==> config.mk <==
export PLATFORM = sky130hd
export DESIGN_NAME = fwd_hazard_scoreboard
export DESIGN_NICKNAME = d
export VERILOG_FILES = /design/src/rtl/fwd_hazard_scoreboard.sv
export SDC_FILE = /design/constraint.sdc
export NUM_CORES = 1
export LEC_CHECK = 0
export ABC_CLOCK_PERIOD_IN_PS = 3500
export CORE_ASPECT_RATIO = 0.8
export CORE_UTILIZATION = 40
export DETAILED_ROUTE_END_ITERATION = 10
export PLACE_DENSITY_LB_ADDON = 0.05
export SLEW_MARGIN = 10
export SYNTH_ARGS = -nofsm -noshare
export SYNTH_HDL_FRONTEND = slang
export SYNTH_SLANG_ARGS = --single-unit
export TNS_END_PERCENT = 30
==> constraint.sdc <==
create_clock -name clk -period 3.5 [get_ports clk]
set_input_delay 0.875 -clock clk [delete_from_list [all_inputs] [get_ports clk]]
set_output_delay 0.875 -clock clk [all_outputs]
set_load 0.01 [all_outputs]
==> src/rtl/fwd_hazard_scoreboard.sv <==
`default_nettype none
// ============================================================================
// Module      : fwd_hazard_scoreboard
// Description : Forwarding and hazard unit for the AURA16 pipeline. It tracks
//               in-flight producers in a shadow shift register. For each
//               instruction in ID it decides either a stall or a per-operand
//               forward source. The forward source is registered into EX.
//               A saturating counter records hazard stall cycles.
// Revision    : 1.0 - initial release
// ============================================================================
module fwd_hazard_scoreboard #(
    parameter int RA_W  = 3,
    parameter int DEPTH = 3,
    parameter int SEL_W = $clog2(DEPTH),
    parameter int CNT_W = 16
) (
    input  logic             clk,
    input  logic             reset,
    input  logic             id_valid,
    input  logic [RA_W-1:0]  id_rs,
    input  logic [RA_W-1:0]  id_rt,
    input  logic             id_uses_rs,
    input  logic             id_uses_rt,
    input  logic             id_we,
    input  logic [RA_W-1:0]  id_rd,
    input  logic [SEL_W-1:0] id_rdy,
    input  logic             flush,
    input  logic             pipe_hold,
    output logic             stall,
    output logic [SEL_W-1:0] ex_fwd_a,
    output logic [SEL_W-1:0] ex_fwd_b,
    output logic [CNT_W-1:0] stall_count
);

    // Slot DEPTH-1 only retires into the write-through register file. It is
    // never searched, so only slots 0..DEPTH-2 are stored.
    localparam int               c_NSLOT   = DEPTH - 1;
    localparam logic [CNT_W-1:0] c_CNT_MAX = '1;

    logic             r_slot_valid [c_NSLOT];
    logic             r_slot_we    [c_NSLOT];
    logic [RA_W-1:0]  r_slot_rd    [c_NSLOT];
    logic [SEL_W-1:0] r_slot_rdy   [c_NSLOT];
    logic [SEL_W-1:0] r_fwd_a;
    logic [SEL_W-1:0] r_fwd_b;
    logic [CNT_W-1:0] r_stall_count;

    logic             w_use_a;
    logic             w_use_b;
    logic [SEL_W-1:0] w_sel_a;
    logic [SEL_W-1:0] w_sel_b;
    logic             w_stall_a;
    logic             w_stall_b;
    logic             w_stall;
    logic             w_issue;

    assign w_use_a = id_uses_rs && (id_rs != '0);
    assign w_use_b = id_uses_rt && (id_rt != '0);

    // Per-operand search. The scan runs oldest to youngest so that the
    // youngest match overrides older ones.
    always_comb begin
        w_sel_a   = '0;
        w_sel_b   = '0;
        w_stall_a = 1'b0;
        w_stall_b = 1'b0;
        for (int j = c_NSLOT - 1; j >= 0; j--) begin
            if (w_use_a && r_slot_valid[j] && r_slot_we[j] && (r_slot_rd[j] == id_rs)) begin
                w_sel_a   = SEL_W'(j + 1);
                w_stall_a = (SEL_W'(j + 1) < r_slot_rdy[j]);
            end
            if (w_use_b && r_slot_valid[j] && r_slot_we[j] && (r_slot_rd[j] == id_rt)) begin
                w_sel_b   = SEL_W'(j + 1);
                w_stall_b = (SEL_W'(j + 1) < r_slot_rdy[j]);
            end
        end
    end

    assign w_stall = id_valid && !flush && (w_stall_a || w_stall_b);
    assign w_issue = id_valid && !flush && !w_stall;

    // Producer shift register. Slot 0 takes the issuing ID instruction or a
    // bubble. A flush kills the EX-stage entry as it moves into slot 1.
    always_ff @(posedge clk) begin
        if (reset) begin
            for (int j = 0; j < c_NSLOT; j++) begin
                r_slot_valid[j] <= 1'b0;
                r_slot_we[j]    <= 1'b0;
                r_slot_rd[j]    <= '0;
                r_slot_rdy[j]   <= '0;
            end
        end else if (!pipe_hold) begin
            r_slot_valid[0] <= w_issue;
            r_slot_we[0]    <= id_we;
            r_slot_rd[0]    <= id_rd;
            r_slot_rdy[0]   <= id_rdy;
            for (int j = 1; j < c_NSLOT; j++) begin
                r_slot_valid[j] <= r_slot_valid[j-1] && !(flush && (j == 1));
                r_slot_we[j]    <= r_slot_we[j-1];
                r_slot_rd[j]    <= r_slot_rd[j-1];
                r_slot_rdy[j]   <= r_slot_rdy[j-1];
            end
        end
    end

    // The forward selects enter EX with the consumer. Any non-issue cycle
    // clears them to register-file reads.
    always_ff @(posedge clk) begin
        if (reset) begin
            r_fwd_a <= '0;
            r_fwd_b <= '0;
        end else if (!pipe_hold) begin
            r_fwd_a <= w_issue ? w_sel_a : '0;
            r_fwd_b <= w_issue ? w_sel_b : '0;
        end
    end

    // Saturating hazard-stall counter. Frozen pipeline cycles are not counted.
    always_ff @(posedge clk) begin
        if (reset) begin
            r_stall_count <= '0;
        end else if (w_stall && !pipe_hold && (r_stall_count != c_CNT_MAX)) begin
            r_stall_count <= r_stall_count + 1'b1;
        end
    end

    assign stall       = w_stall;
    assign ex_fwd_a    = r_fwd_a;
    assign ex_fwd_b    = r_fwd_b;
    assign stall_count = r_stall_count;

endmodule
`default_nettype wire

# Word-level counts from Yosys, hierarchy flattened
# Memory sizes are Yosys's and may differ from the RTL's.
# Index checks and enable logic that the tools add are counted.
# totals
mem_count,4
out_inout_bits,21
register_bits,20
word_cells,72
ramBits,14
input_bits,19
# mem_list
memory,depth,width,rd,rd_clocked_by_memory_dff,write_ports,line,text
r_slot_rd,2,3,2,0,2,42,logic [RA_W-1:0] r_slot_rd [c_NSLOT];
r_slot_rdy,2,2,2,0,2,43,logic [SEL_W-1:0] r_slot_rdy [c_NSLOT];
r_slot_valid,2,1,2,0,2,40,logic r_slot_valid [c_NSLOT];
r_slot_we,2,1,2,0,2,41,logic r_slot_we [c_NSLOT];
# op_classes
bitwise,8
addsub,1
reduce_logical,26
n_mux,23
eq_ne,5
magnitude_cmp,2
# ops
cell,n
1-bit logical AND,20
"16-bit by 1-bit adder with 16-bit output, second input constant",1
2-bit two-way mux,8
"16-bit != test, second input constant",1
1-bit two-way mux,13
3-bit == test,4
1-bit bitwise OR,8
3-bit two-way mux,2
3-bit nonzero test,2
1-bit logical NOT,3
"1-bit by 2-bit less-than comparator with 1-bit output, first input constant",1
"2-bit less-than comparator, first input constant",1
1-bit logical OR,1

# Longest topological paths before layout
# logic_depth
depth_word,12
ltp_mapped,8
depth_no_buf,7

# Worst setup path before layout
# OpenSTA, ideal clock, no wires.
# synth_path
path_type,input to output
startpoint,input id_rs[2]
endpoint,output stall
required_time_ns,2.625
cell_stages,6
t_arrival_ns,2.340
slack_ns,0.285
path_buffers,1
path_cell_list,or3b_1 > a211o_1 > a2111oi_2 > a211oi_2 > buf_6 > nor2_1
# synth_between
elab_chain_cells,9
# synth_lines
element,line,text
"start, declared",20,"input logic [RA_W-1:0] id_rs,"
3-bit nonzero test,57,assign w_use_a = id_uses_rs && (id_rs != '0);
1-bit logical AND,57,
1-bit logical AND (3 in series),68,if (w_use_a && r_slot_valid[j] && r_slot_we[j] && (r_slot_rd[j] == id_rs)) begin
1-bit two-way mux,68,
1-bit two-way mux (*),68,
1-bit logical OR (*),79,assign w_stall = id_valid && !flush && (w_stall_a || w_stall_b);
1-bit logical AND (*),79,
"end, declared",29,"output logic stall,"
# Mark *: on every way between the ends. The rest lies on a longest branch, timed or not.

# Final worst setup path
# layout_path
startpoint,input id_rt[2]
endpoint,output stall
# layout_between
elab_chain_cells,9
# layout_lines
element,line,text
"start, declared",21,"input logic [RA_W-1:0] id_rt,"
3-bit nonzero test,58,assign w_use_b = id_uses_rt && (id_rt != '0);
1-bit logical AND,58,
1-bit logical AND (3 in series),72,if (w_use_b && r_slot_valid[j] && r_slot_we[j] && (r_slot_rd[j] == id_rt)) begin
1-bit two-way mux,72,
1-bit two-way mux (*),72,
1-bit logical OR (*),79,
1-bit logical AND (*),79,
# Marked as above.

==> impl_metrics.yaml <==
logic_synthesis:
  synth_top_flop_cell: "dfxtp_1"
  ys.warnings.count: 0
  synthesis.area_per_instance_um2: 9.78
  synth-seq-area-share: 0.451
  synthesis.nets: 206
  synth_top_cells_by_area: "edfxtp_1 (23%), dfxtp_1 (22%), mux2_2 (5.6%)"
  synth_top_area_frac: 0.231
  ys_seq_elements: 34
  synth_edf_count: 14
  syn-cell-area_um2: 1820
  number_of_distinct_library_cells_after_synthesis: 35
  synthCells: 186
  synthDominantAreaCellType: "edfxtp_1"
  async_flop_share: 0
timing:
  maxClockFrequency_mhz: 293
  timing.final.setup_violations: 0
  unrepaired_setup_endpoints_after_global_routing: "no"
  timing.final.hold_violations: 0
  final_min_period_over_clock_period: 0.976
  report.final.slew_viol_count: 0
  final.min_clock_period_ns: 3.42
  post-route-worst-setup-slack_ns: 0.0841
  slew-limit-headroom: 0.620
  fin_skew_ns: 0.00380
  worst_pin_slew_ns: 0.568
grt:
  track_usage: 0.181
  maximum_number_of_pins_on_one_net_before_global_route_repair: 25
  antenna_found_initial: 0
  gr-total-overflow: 0
  grt_first_pass_wirelength_um: 6780
  first_global_vias: 1435
placed_design:
  gpl.final_weighted_congestion: 0.892
  place_ws_ns: -0.568
  dp.cells: 285
  place_hpwl_um: 3020
  buffer_ports.inserted: 39
  placedInstanceArea_um2: 2320
routing:
  first_iter_violations: 123
  drc_errors: 0
  vias: 1571
  detail_route.vias_per_cell: 5.36
  first_pass_iters: 4
  routed_wire_length_per_instance_um: 13.7
  detail_route.wirelength_um: 4020
  ant_nets: 0
die:
  die_width_um: 77.4
  die_height_um: 62.3
  die-area_um2: 4820
  core_region_area_um2: 4280
  ioPinCount: 40
  number_of_rows_in_the_core_area: 21
  starting_density: 0.425
clocking:
  clkSinkCount: 34
  cts_bufs_inserted: 5
  cts_tree: "done"
  post_cts_clock_slew_at_the_launch_and_capture_registers_of_the_worst_setup_and_hold_paths_ns: 0.07
  clock-root-buffer: "clkbuf_8"
  clockBufferDepth: 2
  clkLatencyLatePin_ns: 0.28
  clock_tree.htree_level_count: 2
  cts_hold_buffers: 0
  postCtsSetupRepairBufs: 0
worst_setup_path:
  worst-endpoint-required_ns: 2.62
  critical_path.max_fanout: 2
  arrival_ns: 2.54
  worst-setup-path-type: "primary input to output pin"
  path_cells: "dlygate4sd2_1, or3b_1, a211o_1, a2111oi_4, a211oi_2, nor2_1, buf_2"
  critical_path.endpoint_type: "output pin"
  timing.critical_path.from_type: "primary input"
  critPathMaxStageDelay_ns: 0.37
  cp_slowest_cell: "or3b_1"
power_and_ir_drop:
  p_per_area_nw_per_um2: 356
  leakagePower_nw: 0.866
  max-vdd-ir-drop_mv: 0.224
flow_run:
  drv_cap: 0
layout:
  drive_gt1_frac: 0.136
  postLayoutCellArea_um2: 2450
  most_frequent_standard_cell_in_the_layout_excluding_fill_and_tap_cells: "clkdlybuf4s50_1"
  layout_common_cells: "clkdlybuf4s50_1 (33), dfxtp_1 (20), edfxtp_1 (14), nor2_1 (13), and2_1 (13)"
  layout-area-overhead-vs-synth_pct: 34.7
  antenna_cells_inserted: 0
  final_cell_count_no_fill: 293
  design.final.nets: 255
outcome:
  status: "complete, no violations"
min_path:
  class_of_the_tightest_hold_or_removal_check: "flip-flop to flip-flop"
[Yosys cell counts, drive strengths merged, types with 2 or more instances]
cell and n:
a2111oi 2, a211o 2, a211oi 4, a21oi 8
a32o 4, and2 14, and3 6, buf 3
clkbuf 5, dfxtp 20, edfxtp 14, mux2 9
nand2 9, nand3 10, nand4 5, nor2 13
nor2b 11, nor3 5, nor3b 3, nor4 4
nor4b 2, o21ai 7, or3 7, or3b 3
xnor2 4, xor2 6
[final timing paths]
path	slack, ns	cells past startpoint	from	to
hold / removal	0.47	1	ex_fwd_b[0]	ex_fwd_b[0]
setup reg to reg	0.73	7	r_slot_rd[0][5]	stall_count[7]
setup / recovery	0.08	7	id_rt[2]	stall
hold reg to reg	0.47	1	ex_fwd_b[0]	ex_fwd_b[0]
[state kept, by name (all words and copies together) (netlist names)]
register,flops
ex_fwd_a,2
ex_fwd_b,2
r_slot_rd,6
r_slot_rdy,4
r_slot_valid,2
r_slot_we,2
stall_count,16
[where the power goes]
| part | internal, mW | switching, mW | total [mW] | leakage, nW |
|---|---|---|---|---|
| registers | 0.425 | 0.0102 | 0.435 | 0.314 |
| clock network | 0.212 | 0.151 | 0.362 | 0.0504 |
| logic | 0.0380 | 0.0363 | 0.0743 | 0.501 |
[layout make-up]
class / count / area (µm²)
Fill cell: 373 / 1830
Multi-Input combinational cell: 143 / 975
Sequential cell: 34 / 821
Timing Repair Buffer: 50 / 465
Tap cell: 57 / 71.3
Clock buffer: 5 / 68.8
Clock inverter: 3 / 45.0
Inverter: 1 / 3.75
[cell families (layout without fill, tap and decap cells)]
kind of cell / Yosys count / after routing / synth area share
AO/OA/AOI/OAI: 29 / 29 / 0.118
XOR/XNOR: 10 / 10 / 0.0481
flip-flops: 34 / 34 / 0.451
buffers and inverters: 9 / 59 / 0.0268
multiplexers: 9 / 9 / 0.0557
AND/OR/NAND/NOR: 94 / 94 / 0.293
adder cells (fa/ha/maj): 1 / 1 / 0.00688
[worst max-delay path: cells and delay by family]
kind	cells	cell delay [ns]
AO/OA/AOI/OAI	3	0.78
buffers and inverters	2	0.38
AND/OR/NAND/NOR	2	0.51
[stage by stage]
step / setup TNS (ns) / hold slack (ns) / util / total power [mW]
3_3_place_gp: -0.586 / 0.454 / 0.541 / 0.515
5_1_grt: 0 / 0.497 / 0.572 / 0.912
3_5_place_dp: -0.771 / 0.460 / 0.541 / 0.519
4_1_cts: 0 / 0.477 / 0.571 / 0.882
6_report: 0 / 0.468 / 0.572 / 0.872
2_1_floorplan: 0 / 0.497 / - / 0.477
[routing by layer]
metal	vias up	GRT usage	share of wire
li1	787	-	-
met1	726	0.258	0.52
met2	53	0.260	0.41
met3	5	0.0500	0.057
met4	0	0.0613	0.0092
met5	-	0	0
[timing repair]
| item | 4_1_cts | 5_1_grt |
|---|---|---|
| pin swaps | 8 | 1 |
| gates resized for setup | 10 | 1 |
| endpoints found under the setup margin | 1 | 1 |
Power figures use the tool's default switching activity.
